==> src/rtl/sizes.vh <==
// rtl/sizes.vh - shared address/data width macros
`ifndef SIZES_VH
`define SIZES_VH
`define HBIT_ADDR 11
`define HBIT_DATA 15
`endif

==> src/rtl/ifetch_pkg.sv <==
// rtl/ifetch_pkg.sv - shared types for the instruction fetch unit
`include "sizes.vh"

package ifetch_pkg;

    localparam int ADDR_W = `HBIT_ADDR + 1;
    localparam int DATA_W = `HBIT_DATA + 1;

    typedef logic [ADDR_W-1:0] addr_t;
    typedef logic [DATA_W-1:0] data_t;

    // One outstanding memory read: killed reads keep their slot but drop live
    typedef struct packed {
        logic  live;
        addr_t pc;
    } tag_t;

    // One fetched instruction waiting for decode
    typedef struct packed {
        data_t instr;
        addr_t pc;
    } entry_t;

endpackage

==> src/rtl/ifetch_queue.sv <==
// rtl/ifetch_queue.sv - fetch_queue: synchronous FIFO with flush and same-cycle push/pop
`include "sizes.vh"

module fetch_queue
    import ifetch_pkg::*;
#(
    parameter int     DEPTH = 2,
    parameter entry_t INIT  = '0
) (
    input  logic                       iw_clk,
    input  logic                       iw_rst_n,
    input  logic                       flush,
    input  logic                       push,
    input  entry_t                     push_data,
    input  logic                       pop,
    output entry_t                     head,
    output logic [$clog2(DEPTH):0]     count
);

    localparam int PW = $clog2(DEPTH);

    entry_t          mem [DEPTH];
    logic [PW-1:0]   rd_ptr;
    logic [PW-1:0]   wr_ptr;

    assign head = mem[rd_ptr];

    // Pointer/count bookkeeping; flush wins over any push or pop this cycle
    always_ff @(posedge iw_clk) begin
        if (!iw_rst_n) begin
            rd_ptr <= '0;
            wr_ptr <= '0;
            count  <= '0;
            for (int i = 0; i < DEPTH; i++) begin
                mem[i] <= INIT;
            end
        end else if (flush) begin
            rd_ptr <= '0;
            wr_ptr <= '0;
            count  <= '0;
        end else begin
            if (push) begin
                mem[wr_ptr] <= push_data;
                wr_ptr      <= wr_ptr + 1'b1;
            end
            if (pop) begin
                rd_ptr <= rd_ptr + 1'b1;
            end
            case ({push, pop})
                2'b10:   count <= count + 1'b1;
                2'b01:   count <= count - 1'b1;
                default: count <= count;
            endcase
        end
    end

endmodule

==> src/rtl/ifetch.sv <==
// rtl/ifetch.sv - instruction fetch: credit-based memory reads into a small queue
`include "sizes.vh"

module ifetch
    import ifetch_pkg::*;
#(
    parameter addr_t RESET_PC = 12'h000,
    parameter int    QDEPTH   = 2
) (
    input  logic                 iw_clk,
    input  logic                 iw_rst_n,
    output logic [`HBIT_ADDR:0]  or_mem_addr,
    input  logic [`HBIT_DATA:0]  iw_mem_rdata,
    input  logic                 iw_redirect,
    input  logic [`HBIT_ADDR:0]  iw_redirect_pc,
    output logic                 or_valid,
    input  logic                 iw_ready,
    output logic [`HBIT_DATA:0]  or_instr,
    output logic [`HBIT_ADDR:0]  or_pc
);

    localparam int     CW        = $clog2(QDEPTH) + 1;
    localparam entry_t RST_ENTRY = '{instr: '0, pc: RESET_PC};

    addr_t           r_pc;
    tag_t            tag;
    entry_t          head;
    logic [CW-1:0]   count;
    logic [CW:0]     credit;
    logic            pop;
    logic            push;
    logic            issue;

    // No transfer is offered in a reset cycle, so nothing is lost downstream
    assign or_valid    = iw_rst_n && (count != '0);
    assign pop         = or_valid && iw_ready;
    assign credit      = {1'b0, count} + {{CW{1'b0}}, tag.live} - {{CW{1'b0}}, pop};
    assign issue       = !iw_redirect && (credit < (CW + 1)'(QDEPTH));
    assign push        = tag.live && !iw_redirect;
    assign or_mem_addr = r_pc;
    assign or_instr    = head.instr;
    assign or_pc       = head.pc;

    // Fetch pointer: redirect target wins, otherwise advance on each issue
    always_ff @(posedge iw_clk) begin
        if (!iw_rst_n) begin
            r_pc <= RESET_PC;
        end else if (iw_redirect) begin
            r_pc <= iw_redirect_pc;
        end else if (issue) begin
            r_pc <= r_pc + 1'b1;
        end
    end

    // Tag for the read presented this cycle; its data returns next cycle
    always_ff @(posedge iw_clk) begin
        if (!iw_rst_n) begin
            tag <= '0;
        end else begin
            tag <= '{live: issue, pc: r_pc};
        end
    end

    fetch_queue #(
        .DEPTH (QDEPTH),
        .INIT  (RST_ENTRY)
    ) u_queue (
        .iw_clk    (iw_clk),
        .iw_rst_n  (iw_rst_n),
        .flush     (iw_redirect),
        .push      (push),
        .push_data ('{instr: iw_mem_rdata, pc: tag.pc}),
        .pop       (pop),
        .head      (head),
        .count     (count)
    );

endmodule

==> config.mk <==
export PLATFORM = sky130hd
export DESIGN_NAME = ifetch
export DESIGN_NICKNAME = d
export VERILOG_FILES = /design/src/rtl/ifetch_pkg.sv /design/src/rtl/ifetch_queue.sv /design/src/rtl/ifetch.sv
export VERILOG_INCLUDE_DIRS = /design/src /design/src/rtl
export SDC_FILE = /design/constraint.sdc
export NUM_CORES = 1
export LEC_CHECK = 0
export CAP_MARGIN = 20
export CORE_MARGIN = 2
export CORE_UTILIZATION = 51
export CTS_CLUSTER_SIZE = 16
export DETAILED_ROUTE_END_ITERATION = 16
export PLACE_DENSITY_LB_ADDON = 0.2
export SYNTH_ARGS = -nofsm -noshare
export SYNTH_HDL_FRONTEND = slang
export SYNTH_SLANG_ARGS = --single-unit
==> constraint.sdc <==
create_clock -name iw_clk -period 4.5 [get_ports iw_clk]
set_clock_uncertainty 0.2 [all_clocks]
set_input_delay 1.35 -clock iw_clk [delete_from_list [all_inputs] [get_ports iw_clk]]
set_output_delay 1.35 -clock iw_clk [all_outputs]
set_load 0.01 [all_outputs]
-- After elaboration in Yosys (flattened, before gate mapping)
Memories as Yosys holds them, arrays and structs flattened. A register that Yosys moved wholly into a read port is not among the register bits.
Cells that the tools add are included.
- latch bits: 0
- RAM bits: 56
- bits in registers: 29
- word-level logic and storage cells: 41
- memories kept: 1
- memory bits (read-only): 0
- muxes and demuxes: 13
- equal/unequal tests: 2
- divide/modulo/power cells: 0
- bitwise gates (word level): 1
- multipliers: 0
- add/subtract/negate cells: 7
- shift-type cells: 0
- reduce and logical (&&, ||, !) cells: 10
- magnitude comparators: 1
- memories (memory ; words ; bits a word ; read ports ; clocked after Yosys merged registers in ; write ports ; RTL line ; text):
    u_queue.mem ; 2 ; 28 ; 1 ; 1 ; 2 ; ifetch_queue.sv:22 ; entry_t mem [DEPTH];
- operator list (kind ; count):
    28-bit 2-to-1 mux ; 1
    28-bit OR reduction ; 1
    12-bit 2-to-1 mux ; 2
    12-bit by 1-bit adder with 12-bit output, second input constant ; 1
    1-bit 2-to-1 mux ; 9
    2-bit nonzero test ; 3
    1-bit logical AND ; 4
    2-bit one-hot mux with 2 select lines ; 1
    2-bit by 1-bit adder with 3-bit output ; 1
    3-bit by 2-bit less-than comparator with 1-bit output, second input constant ; 1
    3-bit by 1-bit subtractor with 3-bit output ; 1
    1-bit adder, second input constant ; 2
    2-bit by 1-bit adder with 2-bit output, second input constant ; 1
    2-bit by 1-bit equality test with 1-bit output, second input constant ; 1
    2-bit equality test, second input constant ; 1
    2-bit OR reduction ; 1
    2-bit by 1-bit subtractor with 2-bit output, second input constant ; 1
    1-bit logical NOT ; 1
    1-bit NOT ; 1

-- Logic depth before layout (Yosys ltp)
- depth after elaboration: 8
- gate-level depth with buffers: 11
- mapped depth without buffers: 9

-- Cells and area by module
A second synthesis with hierarchy kept.
- cells, all modules: 296
- area, all modules: 3758.6 µm²
- by module, submodules not included (module ; area an instance (µm²) ; cells an instance ; times used):
    fetch_queue ; 2668.8 ; 181 ; 1
    ifetch ; 1089.8 ; 115 ; 1

-- Worst setup path after synthesis
No wires, ideal clock.
- path kind: input to register
- start: input iw_redirect
- end: memory u_queue.mem[0][0] (netlist name), enable pin
- library setup time: 452 ps
- data required time: 3848 ps
- setup slack: 478 ps
- buffers on the path: 0
- arrival time: 3370 ps
- cell stages on the path: 1
- cells stage by stage: o21ai_0
- RTL lines (what ; RTL line ; text):
    start: declaration ; ifetch.sv:14 ; input logic iw_redirect,
    end: declaration ; ifetch_queue.sv:22 ;

-- Worst setup path in the final report
- start: input iw_rst_n
- end: output or_valid
- word-level cells in the longest chain between the ends: 1
- RTL lines (what ; RTL line ; text):
    start: declaration ; ifetch.sv:11 ; input logic iw_rst_n,
    1-bit logical AND ; ifetch.sv:35 ; assign or_valid = iw_rst_n && (count != '0);
    end: declaration ; ifetch.sv:16 ; output logic or_valid,
Every way passes these cells.

==> out/qor.csv <==
metric;value;unit
dr.pass1.iters;4;
crit_path_max_fanout;2;
p_seq_share;57.5;%
finalSetupViolations;0;
wl_met1;2.87;mm
dieArea;7890;um2
cts_sinks;86;
dpl.hpwl;4.22;mm
path_class;in -> out;
cap_viol_max_count;0;
ys_top_cells_by_area;edfxtp_1 46%, dfxtp_1 16%, and2_1 12%;
yosysMostFrequentCell;and2_1;
async_flop_share;0;%
remaining_drc_errors;0;
numPortBuffers;72;
fin_util;68.5;%
syn_area_per_cell;13.1;um2
worst_slew_pin_slew;0.830;ns
coreArea;6870;um2
dieWidth;88.8;um
routed_wl;6.43;mm
cts_resized;0;
first_global_vias;2330;
holdBufCountCts;0;
required;2.95;ns
worst_setup_path_start_kind;input pin;
hold_viol;0;
die_y;88.8;um
avgRoutedWirePerCell;14.0;um
synth_edf_count;56;
drive_gt1_share;17.3;%
p_int;1.20;mW
status;completed;
antenna_found_initial;0;
yosys.area.top_type;edfxtp_1;
diodes;0;
nets;395;
start_util;53.4;%
met3_length;445;um
synth-seq-cells;86;
routabilityCongestion;0.793;
drv_slew;0;
fin_tns_setup;0;ns
power.density;331;nW/um2
numCtsBuffers;9;
rows;30;
ant_nets;0;
pwr-share-clk;32.8;%
postSynthCellCount;281;
dp_cells;444;
synthTopCellsByCount;69 x and2_1, 56 x edfxtp_1, 30 x dfxtp_1, 28 x mux2_2, 15 x o21ai_0;
ir_drop;0.171;mV
wl_met2;3.02;mm
dr.max_layer_used;met4;
fin_crit_sh;90.0;%
swShare;23.0;%
gr-total-overflow;0;
num_vias;2316;
synth_area;3670;um2
io_pins;73;
seq_area_frac_synth;62.2;%
cts_buffer_depth;2;
final_cells;460;
drt-initial-drc-count;78;
grt_pass1_wl;10.5;mm
p_comb_share;9.7;%
synth.distinct_cells;32;
rsz0062_at_grt;false;
path_clk_slew;0.08;ns
clkLatencyLatePin;0.35;ns
grt_start_max_net_pins;29;
cts-root-buf;clkbuf_8;
hold_class;reg -> reg;
ys_warn_count;0;
min_period;4.05;ns
crit_path_end_kind;output pin;
netlist.area_leader.share;45.9;%
htree_num_levels;3;
p_leak;1.70;nW
maxClockFrequency;0.247;GHz
cts_tree;built;
grt_usage;17.6;%
vias_per_cell;5.03;
p_sw;359;uW
post_cts_buffers;0;
arrival;2.50;ns
syn-num-nets;317;
synth_top_flop_cell;edfxtp_1;
slew_headroom;44.6;%
area_delta_synth_final;28.3;%
## path summary, 6_finish.rpt
kind / startpoint / to / slack, ns / depth (start not counted)
setup / recovery: iw_rst_n / or_valid / 0.45 / 3
hold / removal: u_queue.wr_ptr / u_queue.wr_ptr / 0.31 / 2
setup reg to reg: u_queue.count[1] / or_mem_addr[9] / 1.60 / 9
hold reg to reg: u_queue.wr_ptr / u_queue.wr_ptr / 0.31 / 2
## cell usage in the layout, fill, tap and decap left out, drive strengths merged, types with 5 or more instances in the layout
cell type,count
buf,8
mux2,28
clkdlybuf4s50,72
o21ai,15
dfxtp,30
xnor2,10
and2,69
clkbuf,11
nor2,7
nand2,5
edfxtp,56
a21oi,13
inv,5
## cell type report
class                   count  area, um2
clock inverters             5       38.8
clock buffers              11        151
flip-flops and latches     86       2280
multi-input cells         180       1320
inverters                   2       7.51
fillers                   527       2160
repair buffers             80        781
well taps                  96        120
## through the flow
| stage | instance area (um2) | power (mW) | worst slack [ns] | hold WS, ns |
|---|---|---|---|---|
| 2_1_floorplan | 3670 | 0.978 | 0.478 | 0.258 |
| 3_3_place_gp | 4510 | 1.06 | 0.307 | 0.265 |
| 3_5_place_dp | 4510 | 1.07 | 0.214 | 0.297 |
| 4_1_cts | 4700 | 1.57 | 0.441 | 0.310 |
| 5_1_grt | 4700 | 1.61 | 0.318 | 0.324 |
| 6_report | 4700 | 1.56 | 0.450 | 0.308 |
## layer usage
metal	vias up	GRT usage, %
met2	74	29.8
met3	10	4.29
met5	-	0
li1	1141	-
met1	1091	21.5
met4	0	7.16
## worst max-delay path, cell delays in order
cell             delay [ns]
clkdlybuf4s50_1        0.47
o21a_1                 0.14
clkdlybuf4s50_1        0.54
## cells by family (layout without fill, tap and decap cells)
kind of cell	Yosys count	after routing	share of synthesized area [%]
and+or+nand+nor	103	103	17.9
DFF	86	86	62.2
AOI/OAI and AO/OA	30	30	4.23
muxes	29	29	8.87
buffers and inverters	15	98	1.88
xor gates and xnor gates	14	14	3.34
adders and majority gates	4	4	1.57
## power by group through the flow
stage | logic, mW | registers, mW | clock network, mW
finish | 0.151 | 0.896 | 0.511
global route | 0.165 | 0.902 | 0.546
CTS | 0.154 | 0.897 | 0.522
detailed placement | 0.153 | 0.915 | 0
global placement | 0.151 | 0.912 | 0
floorplan | 0.0640 | 0.914 | 0
## sequential cells by signal, indices dropped and copies added, names as in the netlist, named ones only
| register | flops |
|---|---|
| u_queue.rd_ptr | 1 |
| u_queue.count | 2 |
| or_mem_addr | 12 |
| u_queue.mem | 56 |
| u_queue.wr_ptr | 1 |
| tag | 13 |
No activity file was read; power rests on OpenSTA's default activity.
